[config.mk]
export PLATFORM = sky130hd
export DESIGN_NAME = seg7_decoder
export DESIGN_NICKNAME = d
export VERILOG_FILES = /design/src/rtl/seg7_decoder.sv
export SDC_FILE = /design/constraint.sdc
export NUM_CORES = 1
export LEC_CHECK = 0
export CORE_UTILIZATION = 30
export CTS_CLUSTER_SIZE = 30
export DETAILED_ROUTE_END_ITERATION = 8
export GPL_ROUTABILITY_DRIVEN = 0
export MAX_ROUTING_LAYER = met4
export PLACE_DENSITY = 0.54
export SLEW_MARGIN = 25
export SYNTH_ARGS = -nofsm -noshare
export SYNTH_HDL_FRONTEND = slang
export SYNTH_SLANG_ARGS = --single-unit
[constraint.sdc]
create_clock -name clk -period 3.1 [get_ports clk]
set_clock_uncertainty 0.2 [all_clocks]
set_input_delay 0.62 -clock clk [delete_from_list [all_inputs] [get_ports clk]]
set_output_delay 0.62 -clock clk [all_outputs]
set_load 0.01 [all_outputs]
[src/rtl/seg7_decoder.sv]
// seg7_decoder: recovers per-digit hex values from a scanned active-low 7-segment bus
// Optional feature macro: SEG7_DP_EN (8-bit seg_in with decimal point, adds dp_out)
module seg7_decoder #(
   parameter int NUM_DIGITS    = 6,
   parameter int STABLE_CYCLES = 4,
   parameter int UPD_DEPTH     = 4
) (
   input  logic                    clk,
   input  logic                    reset_n,
`ifdef SEG7_DP_EN
   input  logic [7:0]              seg_in,
   output logic [NUM_DIGITS-1:0]   dp_out,
`else
   input  logic [6:0]              seg_in,
`endif
   input  logic [2:0]              dig_sel,
   input  logic                    seg_strobe,
   output logic [4*NUM_DIGITS-1:0] hex_out,
   output logic [NUM_DIGITS-1:0]   digit_valid,
   output logic                    upd_valid,
   input  logic                    upd_ready,
   output logic [2:0]              upd_digit,
   output logic [3:0]              upd_hex,
   output logic                    upd_err,
   output logic                    upd_overflow,
   output logic [7:0]              err_count
);
`ifdef SEG7_DP_EN
   localparam int SW = 8;
`else
   localparam int SW = 7;
`endif
   localparam int CW = $clog2(STABLE_CYCLES + 1);
   localparam int AW = $clog2(UPD_DEPTH);
   localparam logic [CW-1:0] SC = CW'(STABLE_CYCLES);

   logic [2:0]              cand_dig_q, cand_dig_d;
   logic [SW-1:0]           cand_seg_q, cand_seg_d;
   logic [CW-1:0]           cnt_q, cnt_d;
   logic [SW-1:0]           pat_q [NUM_DIGITS];
   logic [SW-1:0]           pat_d [NUM_DIGITS];
   logic [4*NUM_DIGITS-1:0] hex_q, hex_d;
   logic [NUM_DIGITS-1:0]   dv_q, dv_d;
   logic [NUM_DIGITS-1:0]   dp_q, dp_d;
   logic [7:0]              err_q, err_d;
   logic                    ovf_q, ovf_d;
   logic [7:0]              mem_q [UPD_DEPTH];
   logic [7:0]              mem_d [UPD_DEPTH];
   logic [AW:0]             wr_q, wr_d, rd_q, rd_d;
   logic                    vs, match, commit, push, pop, full, wr_en;
   logic [4:0]              dec;
   logic [7:0]              push_word;

   // returns {legal, hex}; illegal patterns decode to hex 0
   function automatic logic [4:0] decode(input logic [6:0] s);
      case (s)
         7'h40: decode = 5'h10;
         7'h79: decode = 5'h11;
         7'h24: decode = 5'h12;
         7'h30: decode = 5'h13;
         7'h19: decode = 5'h14;
         7'h12: decode = 5'h15;
         7'h02: decode = 5'h16;
         7'h78: decode = 5'h17;
         7'h00: decode = 5'h18;
         7'h10: decode = 5'h19;
         7'h08: decode = 5'h1A;
         7'h03: decode = 5'h1B;
         7'h46: decode = 5'h1C;
         7'h21: decode = 5'h1D;
         7'h06: decode = 5'h1E;
         7'h0E: decode = 5'h1F;
         default: decode = 5'h00;
      endcase
   endfunction

   // candidate tracking, commit decision and per-digit committed state
   always_comb begin
      cand_dig_d = cand_dig_q;
      cand_seg_d = cand_seg_q;
      cnt_d      = cnt_q;
      pat_d      = pat_q;
      hex_d      = hex_q;
      dv_d       = dv_q;
      dp_d       = dp_q;
      err_d      = err_q;
      push       = 1'b0;
      vs         = seg_strobe && ({1'b0, dig_sel} < 4'(NUM_DIGITS));
      match      = (cand_dig_q == dig_sel) && (cand_seg_q == seg_in);
      commit     = vs && (match ? (cnt_q == SC - CW'(1)) : (STABLE_CYCLES == 1));
      dec        = decode(seg_in[6:0]);
      push_word  = {dig_sel, dec[3:0], ~dec[4]};
      if (vs) begin
         cand_dig_d = dig_sel;
         cand_seg_d = seg_in;
         cnt_d      = !match ? CW'(1) : (cnt_q == SC) ? cnt_q : cnt_q + CW'(1);
      end
      for (int i = 0; i < NUM_DIGITS; i++) begin
         if (commit && dig_sel == 3'(i) && seg_in != pat_q[i]) begin
            pat_d[i] = seg_in;
            dv_d[i]  = dec[4];
            if (dec[4]) hex_d[4*i +: 4] = dec[3:0];
`ifdef SEG7_DP_EN
            dp_d[i]  = ~seg_in[7];
`endif
            push     = dec[4] || seg_in[6:0] != 7'h7F;
            if (!dec[4] && seg_in[6:0] != 7'h7F && err_q != 8'hFF) err_d = err_q + 8'd1;
         end
      end
   end

   // change-event FIFO: a push into a full FIFO survives only if the head pops on the same edge
   always_comb begin
      mem_d = mem_q;
      pop   = upd_valid && upd_ready;
      full  = (wr_q - rd_q) == (AW+1)'(UPD_DEPTH);
      wr_en = push && (!full || pop);
      ovf_d = ovf_q || (push && full && !pop);
      if (wr_en) mem_d[wr_q[AW-1:0]] = push_word;
      wr_d  = wr_q + (AW+1)'(wr_en);
      rd_d  = rd_q + (AW+1)'(pop);
   end

   // state registers, asynchronously cleared to blank/empty
   always_ff @(posedge clk or negedge reset_n) begin
      if (!reset_n) begin
         cand_dig_q <= '0;
         cand_seg_q <= '0;
         cnt_q      <= '0;
         pat_q      <= '{default: '1};
         hex_q      <= '0;
         dv_q       <= '0;
         dp_q       <= '0;
         err_q      <= '0;
         ovf_q      <= 1'b0;
         mem_q      <= '{default: '0};
         wr_q       <= '0;
         rd_q       <= '0;
      end else begin
         cand_dig_q <= cand_dig_d;
         cand_seg_q <= cand_seg_d;
         cnt_q      <= cnt_d;
         pat_q      <= pat_d;
         hex_q      <= hex_d;
         dv_q       <= dv_d;
         dp_q       <= dp_d;
         err_q      <= err_d;
         ovf_q      <= ovf_d;
         mem_q      <= mem_d;
         wr_q       <= wr_d;
         rd_q       <= rd_d;
      end
   end

   assign hex_out      = hex_q;
   assign digit_valid  = dv_q;
   assign err_count    = err_q;
   assign upd_overflow = ovf_q;
   assign upd_valid    = wr_q != rd_q;
   assign {upd_digit, upd_hex, upd_err} = mem_q[rd_q[AW-1:0]];
`ifdef SEG7_DP_EN
   assign dp_out = dp_q;
`else
   logic unused_dp;
   assign unused_dp = ^dp_q;
`endif
endmodule

-- Yosys cells after proc, flatten, opt, wreduce, memory -nomap -nowiden
Cells that the tools add are included.
- flip-flop bits (word level): 132
- input bits: 14
- output and inout port bits: 48
- word-level logic and storage cells: 141
- add/subtract/negate cells: 5
- magnitude comparators: 4
- equal/unequal tests: 35
- mux-type cells: 28
- bitwise operators: 3
- reductions and logical operators: 37
- operators with widths (kind ; count):
    $mux W8 ; 15
    $pmux W5 S16 ; 1
    $ne A7 B7 Y1 ; 6
    $bwmux W32 ; 1
    $eq A7 B7 Y1 const B ; 4
    $logic_and A1 B1 Y1 ; 22
    $eq A7 B5 Y1 const B ; 3
    $eq A7 B6 Y1 const B ; 3
    $bmux W8 S2 ; 1
    $demux W8 S2 ; 1
    $eq A7 B2 Y1 const B ; 2
    $eq A7 B4 Y1 const B ; 2
    $reduce_and A2 Y1 ; 7
    $eq A3 B3 Y1 const B ; 4
    $eq A3 B2 Y1 const B ; 3
    $add A8 B1 Y8 const B ; 1
    $ne A8 B8 Y1 const B ; 1
    $eq A7 B3 Y1 const B ; 1
    $eq A7 B7 Y1 ; 1
    $logic_not A7 Y1 ; 1
    $mux W1 ; 7
    $ne A7 B7 Y1 const B ; 1
    $add A3 B1 Y3 ; 2
    $ge A3 B3 Y1 const B ; 2
    14 further kinds ; 20

-- Longest topological paths before layout
Gate-level depths: netlist of run 1.
- word-level depth: 17
- gate-level depth with buffers: 12
- depth with buffers taken out: 11

-- Worst setup path after synthesis of run 1
No wires, ideal clock.
- kind: input -> register
- from: in seg_in[5]
- to: reg mem_q[0] (netlist bit)
- setup time: 125 ps
- arrival: 2805 ps
- data required time: 2775 ps
- path slack: -30 ps
- cell stages on the path: 8
- path buffers: 3
- path through: buf_2 buf_2 xor2_1 o41a_1 o41a_1 buf_2 o2111ai_4 mux2_2
- cells in the longest elaborated chain, start to end: 13
- elaborated cells between the ends (all ways): 50
- classes of those cells: 23 x eq/ne; 9 x mux; 1 x bitwise; 17 x reduce/logical
- ends and longest elaborated chain (element ; RTL line ; text):
    from (decl) ; 14 ; input logic [6:0] seg_in,
    branches (longest 13 deep; another with $pmux W5 S16) ; -- ;
    to (signal assigned) ; 149 ; mem_q <= mem_d;
    to (decl) ; 47 ; logic [7:0] mem_q [UPD_DEPTH];
Parallel ways; which one is timed is not known.
A chain may end at the register's enable or synchronous reset.

-- Worst setup path in the final report of run 1
- from: in seg_in[5]
- to: reg mem_q[11] (netlist bit)
Same word-level chain as after synthesis.

==> flow_summary.ini, run 1 <==
[floorplanning]
die_width_um = 151
fp.dieArea_mm2 = 0.0229
rows = 54
initial_core_util_pct = 30.6
io_pins = 62
core_area_mm2 = 0.0218
die_h_um = 151

[min_path]
hold_class = primary input to async pin

[placed_design]
dp_cells = 943
dp_worst_setup_slack_ns = -0.907
io_buffer_count = 61
place_area_mm2 = 0.00831
dp_hpwl_mm = 12.4

[power_and_ir_drop]
internal_power_w = 0.00336
swShare_pct = 25.3
seq_power_share_pct = 39.8
vdd_drop_max_mv = 0.276
combinationalPowerShare_pct = 13.3
p_leak_nw = 4.11
p_sw_w = 0.00114
power_density_mw_per_mm2 = 487
p_clk_share_pct = 46.9

[worst_setup_path]
r2r_slack_ns = 0.17
crit_path_start = seg_in[5]
r2r_start = cand_seg_q[3]
reg2regPathDepth = 9
rr_endpoint = mem_q[24]
crit_path_max_fanout = 10
critical_path.endpoint_type = flip-flop
cp.arrival_ns = 3.14
critical_path.endpoint = mem_q[11]
required_ns = 3.20
critPathKind = primary input to flip-flop
startpoint_type = primary input

[detailed_routing]
vias_per_cell = 4.91
drt.antenna.violating_nets = 0
routed_wl_mm = 17.6
vias = 4866
post_drt_wl_per_cell_um = 17.7
dr.pass1.iters = 4
drc = 0
drt_iter0_drc = 229

[job]
maxCapViolations = 0

[layout]
area_delta_synth_final_pct = 38.2
nets = 722
stdcell_area_mm2 = 0.00923
layout.cells.non_filler = 991
fill_cells = 2024
antenna_cells = 0
drive_above_1_share_pct = 44.7

[clock_tree]
cts.clk_slew.worst_paths_ns = 0.06
cts_tree = yes
clock_latency_ns = 0.42
clockBufferDepth = 2
cts_root_buffer = clkbuf_16
cts.sinks = 132
htreeDepth = 4
cts_made_buffers = 17

[yosys]
avgSynthCellArea_um2 = 12.4
muxShareOfSynthArea_pct = 17.7
synth_fa_ha_area_share_pct = 1.87
synth-simple-area-share_pct = 10.8
yosys_warnings = 0
synth_nets = 564
synth_area_leaders = dfrtp_1 34%, dfstp_2 17%, mux2_2 15%
ys_seq_area_share_pct = 50.3
synth_xor_area_share_pct = 8.26
async_flop_share_pct = 100
synth.distinct_cells = 56
synth_ff_type = dfrtp_1
ys_seq_elements = 132
synth_enable_flop_cells = 0
synth_top_family_by_area = multiplexers
synth.top_cell.area_share_pct = 33.7
synthCells = 540
syn_area_mm2 = 0.00668
synth_top_area_cell = dfrtp_1
synth-compound-area-share_pct = 8.38

[sta]
setup_violations = 0
hold_viol = 0
worstMarginPinSlew_ns = 0.661
setup_ws_ns = 0.0611
fmax_mhz = 329
report.final.slew_viol_count = 0
hold_slack_ns = 0.0166
period_share_pct = 98.0
finalCriticalPeriod_ns = 3.04
relSlewSlack_pct = 55.7

[global_route]
grt_antenna_before_repair = 0
grt_max_degree = 46
grt-ovfl-total = 0
grt_pass1_vias = 5109
track_usage_pct = 16.7
grt_pass1_wl_mm = 27.7

[run_status]
status = completed
stage by stage:
step	total power (W)	TNS, ns	utilization (%)
3_5_place_dp	0.00239	-60.15	38.1
4_1_cts	0.00454	0	41.9
5_1_grt	0.00468	-0.00584	42.3
2_1_floorplan	0.00213	0	-
3_3_place_gp	0.00237	-55.16	38.1
6_report	0.00449	0	42.3
cells in the mapped netlist (all sizes together), types with 5 or more instances:
cell / instances
nor2b: 7
nor2: 12
xnor2: 32
nor3: 9
inv: 6
mux2: 89
o211ai: 5
o21ai: 18
and3: 5
a21oi: 5
o41ai: 5
nand3: 8
nor4: 7
and2: 6
mux4: 8
o2111ai: 6
clkbuf: 21
xor2: 31
nand4: 13
buf: 15
dfstp: 42
dfrtp: 90
nand2: 47
ha: 10
worst min-delay path by stage:
stage                    from        endpoint  slack (ns)
6_report              reset_n     hex_out[13]        0.02
5_1_grt               reset_n      hex_out[8]        0.04
4_1_cts               reset_n     hex_out[13]        0.02
3_5_place_dp   digit_valid[5]  digit_valid[5]        0.26
3_3_place_gp   digit_valid[5]  digit_valid[5]        0.26
2_1_floorplan         reset_n   cand_dig_q[0]        0.12
cell families (layout without fill, tap and decap cells):
family          count (synthesis)  after routing
buf+inv                        42            213
mux                            97             97
compound gates                 65             65
xor+xnor                       63             63
simple gates                  131            131
fa+ha+maj                      10             10
flops                         132            132
state kept, by name, summed over array words and instances, names as in the netlist:
name	count
mem_q	32
digit_valid	6
err_count	8
upd_overflow	1
cnt_q	3
rd_q	3
cand_seg_q	7
wr_q	3
hex_out	24
pat_q	42
cand_dig_q	3
placed cells by master (no fill, tap or decap), drive strengths merged, types with 4 or more instances in the layout:
cell type and count:
clkdlybuf4s50 50, dfrtp 90, clkbuf 25, o2111ai 6, nor2 12, xnor2 32, o41a 4, nand4 13
xor2 31, inv 7, nor3 9, nand3 8, nand2 47, o211ai 5, nor2b 7, o41ai 5
nor4 7, o2bb2ai 4, dfstp 42, a21oi 5, and3 5, mux4 8, ha 10, clkinvlp 5
buf 115, o21ai 18, and4 4, mux2 89, and2 6
layout make-up:
| cell class | instances | area [um^2] | area share, % |
|---|---|---|---|
| clock buffer | 21 | 470 | 5.10 |
| clock inverter | 11 | 150 | 1.63 |
| inverter | 6 | 22.5 | 0.244 |
| multi-input combinational | 366 | 3290 | 35.7 |
| sequential | 132 | 3360 | 36.4 |
| tap | 280 | 350 | 3.80 |
| timing repair buffer | 175 | 1590 | 17.2 |
what timing repair did:
item,CTS,global route
endpoints found under the setup margin,66,48
setup buffers,13,4
gates cloned,1,0
pin swaps,12,9
gates resized for setup,33,29
hold buffers,0,0
critical path, stage by stage:
cell           delay [ns]
dlygate4sd2_1        0.26
buf_12               0.15
buf_12               0.12
xor2_1               0.15
o41a_1               0.49
o41a_1               0.58
o2111ai_4            0.27
buf_12               0.16
mux2_2               0.33
power groups by stage:
stage	logic, W	clock network, W	registers [W]
final	0.000597	0.00211	0.00179
after global routing	0.000658	0.00223	0.00179
after CTS	0.000601	0.00215	0.00179
after detailed placement	0.000572	0	0.00182
after global placement	0.000554	0	0.00181
after floorplan	0.000313	0	0.00181
metal layers:
layer	GRT usage [%]	up-vias	routed length [um]
met4	5.35	0	280
met3	4.04	24	408
met5	-	-	0
li1	-	2258	-
met2	26.0	73	8630
met1	21.1	2511	8240
Note: power is estimated with default switching activity, not from simulation.
==> run 2: changes to the inputs <==
--- a/config.mk
+++ b/config.mk
@@ -6,6 +6,7 @@
 export NUM_CORES = 1
 export LEC_CHECK = 0
 export CORE_UTILIZATION = 30
+export CTS_BUF_LIST = sky130_fd_sc_hd__clkbuf_4
 export CTS_CLUSTER_SIZE = 30
 export DETAILED_ROUTE_END_ITERATION = 8
 export GPL_ROUTABILITY_DRIVEN = 0
==> constraint.sdc (replaced) <==
create_clock -name clk -period 3.22 [get_ports clk]
set_clock_uncertainty 0.2 [all_clocks]
set_input_delay 0.644 -clock clk [delete_from_list [all_inputs] [get_ports clk]]
set_output_delay 0.644 -clock clk [all_outputs]
set_load 0.01 [all_outputs]
==> flow_summary.ini, run 2 (synthesized netlist as in run 1, its figures left out) <==
[worst_setup_path]
critPathKind = primary input to flip-flop
critical_path.endpoint_type = flip-flop
cp.arrival_ns = 3.47
required_ns = 3.47
startpoint_type = primary input
crit_path_max_fanout = 14

[sta]
report.final.slew_viol_count = 0
period_share_pct = 100
relSlewSlack_pct = 51.1
hold_slack_ns = 0.288
worstMarginPinSlew_ns = 0.728
setup_violations = 0
fmax_mhz = 311
finalCriticalPeriod_ns = 3.22
hold_viol = 0

[global_route]
grt_antenna_before_repair = 0
grt_pass1_wl_mm = 27.1
track_usage_pct = 16.4
grt_max_degree = 53
grt_pass1_vias = 5068
grt-ovfl-total = 0

[placed_design]
dp_hpwl_mm = 12.4
io_buffer_count = 61

[layout]
final_cell_mix = 89 x dfrtp_1, 88 x mux2_2, 80 x buf_4, 60 x clkdlybuf4s50_1, 46 x nand2_1
fill_cells = 2088
area_delta_synth_final_pct = 29.2
antenna_cells = 0
top_register = pat_q
largest_register_ffs = 42
final_util_pct = 39.5
nets = 697
drive_above_1_share_pct = 40.2
final_common_cell = dfrtp_1

[clock_tree]
cts_made_buffers = 17
cts_root_buffer = clkbuf_4
cts_tree = yes
clockBufferDepth = 2
cts.clk_slew.worst_paths_ns = 0.11
clock_latency_ns = 0.57
htreeDepth = 4
cts.sinks = 132

[power_and_ir_drop]
swShare_pct = 27.0
power_density_mw_per_mm2 = 420
combinationalPowerShare_pct = 15.2
seq_power_share_pct = 47.7
p_clk_share_pct = 37.1
internal_power_w = 0.00264
p_leak_nw = 3.81
vdd_drop_max_mv = 0.279
power_w = 0.00362
p_sw_w = 0.000978

[detailed_routing]
vias_per_cell = 5.00
drc = 0
drt_iter0_drc = 172
post_drt_wl_per_cell_um = 17.4
routed_wl_mm = 16.8
drt.antenna.violating_nets = 0
vias = 4833
dr.pass1.iters = 4

[floorplanning]
rows = 54
die_h_um = 151
die_width_um = 151
initial_core_util_pct = 30.6
core_area_mm2 = 0.0218
io_pins = 62
fp.dieArea_mm2 = 0.0229

[min_path]
hold_class = flip-flop to flip-flop

[job]
maxCapViolations = 0

[run_status]
status = completed
run 2: changes by cell type in the layout (fill, tap and decap cells not counted), sizes merged:
cell,change
bufbuf,-1
dlymetal6s2s,-1
clkdlybuf4s50,+10
clkdlybuf4s15,-1
buf,-26
clkbuf,-7
dlygate4sd2,-3
inv,+3
clkinvlp,-4
bufinv,+2
clkinv,+2
dlygate4sd3,+1
run 2: power groups by stage:
| stage | Combinational (W) | Sequential, W | Clock (W) |
|---|---|---|---|
| after floorplan | 0.000301 | 0.00174 | 0 |
| after global placement | 0.000506 | 0.00176 | 0 |
| after detailed placement | 0.000525 | 0.00177 | 0 |
| after CTS | 0.000529 | 0.00174 | 0.00138 |
| after global routing | 0.000603 | 0.00173 | 0.00146 |
| final | 0.000550 | 0.00173 | 0.00134 |
run 2: worst paths after layout:
kind                                 from             end  slack, ns  cells past startpoint
setup / recovery                seg_in[1]    err_count[1]     0.0008                     11
hold / removal             digit_valid[5]  digit_valid[5]       0.29                      2
setup reg to reg                pat_q[21]       mem_q[13]       0.31                      7
hold reg to reg            digit_valid[5]  digit_valid[5]       0.29                      2
max in group asynchronous         reset_n       pat_q[33]       1.57                      3
min in group asynchronous         reset_n      hex_out[4]       0.46                      2
run 2: through the flow:
step	setup TNS (ns)	instance area [um^2]	std cells	worst slack, ns
floorplan	0	6680	540	0.0665
finish	0	8630	966	0.000830
global placement	-35.15	8180	929	-0.555
CTS	0	8530	962	0.00164
global route	-0.0560	8630	966	-0.0265
detailed placement	-36.24	8180	929	-0.627
run 2: routing by layer:
metal	vias up	track usage [%]	wire length, um
met5	-	-	0
li1	2215	-	-
met4	0	5.80	325
met2	101	26.7	8550
met3	30	3.04	521
met1	2487	20.3	7440
run 2: final cells by class:
type                       count  area, um^2  share of cell area [%]
clock buffer                  18         135                    1.57
clock inverter                14         206                    2.39
inverter                       6        22.5                   0.261
multi-input combinational    366        3170                    36.8
sequential                   132        3360                    38.9
tap                          280         350                    4.06
timing repair buffer         150        1380                    16.0
run 2: repair_timing:
action,CTS,global route
setup endpoints to repair,6,46
buffers inserted,0,4
hold buffers,1,0
endpoints found under the hold margin,49,0
resized for setup,2,7
pin swaps,0,3
run 2: worst max-delay path, cell delays in order:
cell and delay, ns:
clkdlybuf4s50_1 0.51, buf_12 0.17, buf_4 0.20, and4b_1 0.21
o21ai_0 0.28, nand4_1 0.24, buf_4 0.21, nor3_1 0.28
a21boi_2 0.26, buf_4 0.14, mux2_2 0.32
==> run 3: changes to the inputs <==
--- a/config.mk
+++ b/config.mk
@@ -5,13 +5,15 @@
 export SDC_FILE = /design/constraint.sdc
 export NUM_CORES = 1
 export LEC_CHECK = 0
+export CELL_PAD_IN_SITES_DETAIL_PLACEMENT = 1
+export CELL_PAD_IN_SITES_GLOBAL_PLACEMENT = 1
 export CORE_UTILIZATION = 30
 export CTS_BUF_LIST = sky130_fd_sc_hd__clkbuf_4
 export CTS_CLUSTER_SIZE = 30
 export DETAILED_ROUTE_END_ITERATION = 8
 export GPL_ROUTABILITY_DRIVEN = 0
 export MAX_ROUTING_LAYER = met4
-export PLACE_DENSITY = 0.54
+export PLACE_DENSITY = 0.62
 export SLEW_MARGIN = 25
 export SYNTH_ARGS = -nofsm -noshare
 export SYNTH_HDL_FRONTEND = slang
==> flow_summary.ini, run 3 (synthesized netlist as in run 1, its figures left out) <==
[run_status]
status = completed

[global_route]
grt_pass1_vias = 5388
grt_antenna_before_repair = 1
track_usage_pct = 18.2
grt_pass1_wl_mm = 30.1
grt-ovfl-total = 0
grt_max_degree = 54

[detailed_routing]
dr.pass1.iters = 4
vias = 4912
drt.antenna.violating_nets = 0
routed_wl_mm = 18.5
post_drt_wl_per_cell_um = 18.8
vias_per_cell = 4.99
drt_iter0_drc = 179
drc = 0

[sta]
setup_ws_ns = 0.0154
fmax_mhz = 312
report.final.slew_viol_count = 0
hold_viol = 0
rsz0062_at_grt = no
finalCriticalPeriod_ns = 3.20
setup_violations = 0
worstMarginPinSlew_ns = 0.732
hold_slack_ns = 0.298
period_share_pct = 99.5
relSlewSlack_pct = 50.9

[worst_setup_path]
required_ns = 3.48
reg2regPathDepth = 9
path_cells = clkdlybuf4s50_1, buf_4, nor2_1, o41ai_2, buf_4, a2111o_1, a2111oi_4, buf_4, mux2_2
crit_buf_inv = 4
slowest_stage = clkdlybuf4s50_1
cp.depth = 9
startpoint_type = primary input
cp.arrival_ns = 3.46
crit_path_start = dig_sel[0]
critPathKind = primary input to flip-flop
r2r_start = wr_q[0]
crit_path_max_fanout = 9
path_common_cell = buf_4
critical-path-top-delay-family = buffers and inverters
cpPeakStageDelay_ns = 0.55
critical_path.endpoint_type = flip-flop

[floorplanning]
rows = 54
core_area_mm2 = 0.0218
fp.dieArea_mm2 = 0.0229
initial_core_util_pct = 30.6
die_h_um = 151
die_width_um = 151
io_pins = 62

[clock_tree]
cts.clk_slew.worst_paths_ns = 0.12
cts_tree = yes
cts_root_buffer = clkbuf_4
cts.sinks = 132
clock_latency_ns = 0.57
htreeDepth = 4
clockBufferDepth = 2
cts_made_buffers = 17
cts_setup_buffers = 0

[layout]
drive_above_1_share_pct = 41.1
top_register = pat_q
stdcell_area_mm2 = 0.00867
area_delta_synth_final_pct = 29.8
nets = 714
fill_cells = 2341
final_common_cell = buf_4
largest_register_ffs = 42
final_cell_mix = 98 x buf_4, 90 x dfrtp_1, 88 x mux2_2, 60 x clkdlybuf4s50_1, 46 x nand2_1

[power_and_ir_drop]
power_density_mw_per_mm2 = 396
vdd_drop_max_mv = 0.205
p_leak_nw = 3.85
power_w = 0.00343

[placed_design]
dp_hpwl_mm = 13.7
dp_worst_setup_slack_ns = -0.622
io_buffer_count = 61
place_area_mm2 = 0.00835

[min_path]
hold_class = flip-flop to flip-flop
hp-start = upd_overflow
min_path_cells = 1

[job]
maxCapViolations = 0
==> run 3: cell types whose count changed in the layout (fill, tap and decap cells not counted), moves of 2 or more <==
cell,delta
bufinv_16,-3
o41ai_2,+2
clkinv_4,+2
inv_6,+4
inv_4,-3
buf_4,+18
==> run 3: final cells by class <==
| type | count | area [um^2] | share of cell area, % |
|---|---|---|---|
| tap | 280 | 350 | 4.04 |
| timing repair buffer | 167 | 1500 | 17.3 |
| clock buffer | 19 | 143 | 1.65 |
| sequential | 132 | 3360 | 38.7 |
| clock inverter | 13 | 149 | 1.72 |
| antenna | 1 | 2.50 | 0.0289 |
| inverter | 6 | 22.5 | 0.260 |
| multi-input combinational | 366 | 3150 | 36.3 |
==> run 3: worst paths after layout <==
check / end / slack [ns]
max in group asynchronous: pat_q[36] / 1.61
setup reg to reg: mem_q[27] / 0.31
setup / recovery: mem_q[27] / 0.02
hold / removal: upd_overflow / 0.30
min in group asynchronous: hex_out[15] / 0.42
hold reg to reg: upd_overflow / 0.30
==> run 3: what timing repair did <==
action / CTS / global route
endpoints found under the hold margin: 45 / 0
setup endpoints to repair: 0 / 17
gates resized for setup: 0 / 2
hold buffers: 1 / 0
==> run 3: per-layer routing <==
metal / global-route usage (%) / part of all wire [%] / vias up
li1: - / - / 2248
met1: 23.3 / 46 / 2542
met2: 28.8 / 49 / 96
met3: 3.10 / 3.3 / 26
met4: 6.35 / 1.9 / 0
met5: - / 0 / -
==> run 3: power by group <==
part	internal (W)	leakage [nW]	switching (W)	total (W)
Sequential	0.00170	1.66	0.0000233	0.00172
Clock	0.000490	0.153	0.000679	0.00117
Combinational	0.000234	2.04	0.000311	0.000544
Total	0.00242	3.85	0.00101	0.00343
==> run 3: per-stage QoR <==
stage | cells | setup TNS (ns) | utilization, %
6_report | 984 | 0 | 39.7
5_1_grt | 984 | 0 | 39.7
4_1_cts | 983 | 0 | 39.7
3_5_place_dp | 950 | -39.37 | 38.3
3_3_place_gp | 950 | -39.20 | 38.3
2_1_floorplan | 540 | 0 | -
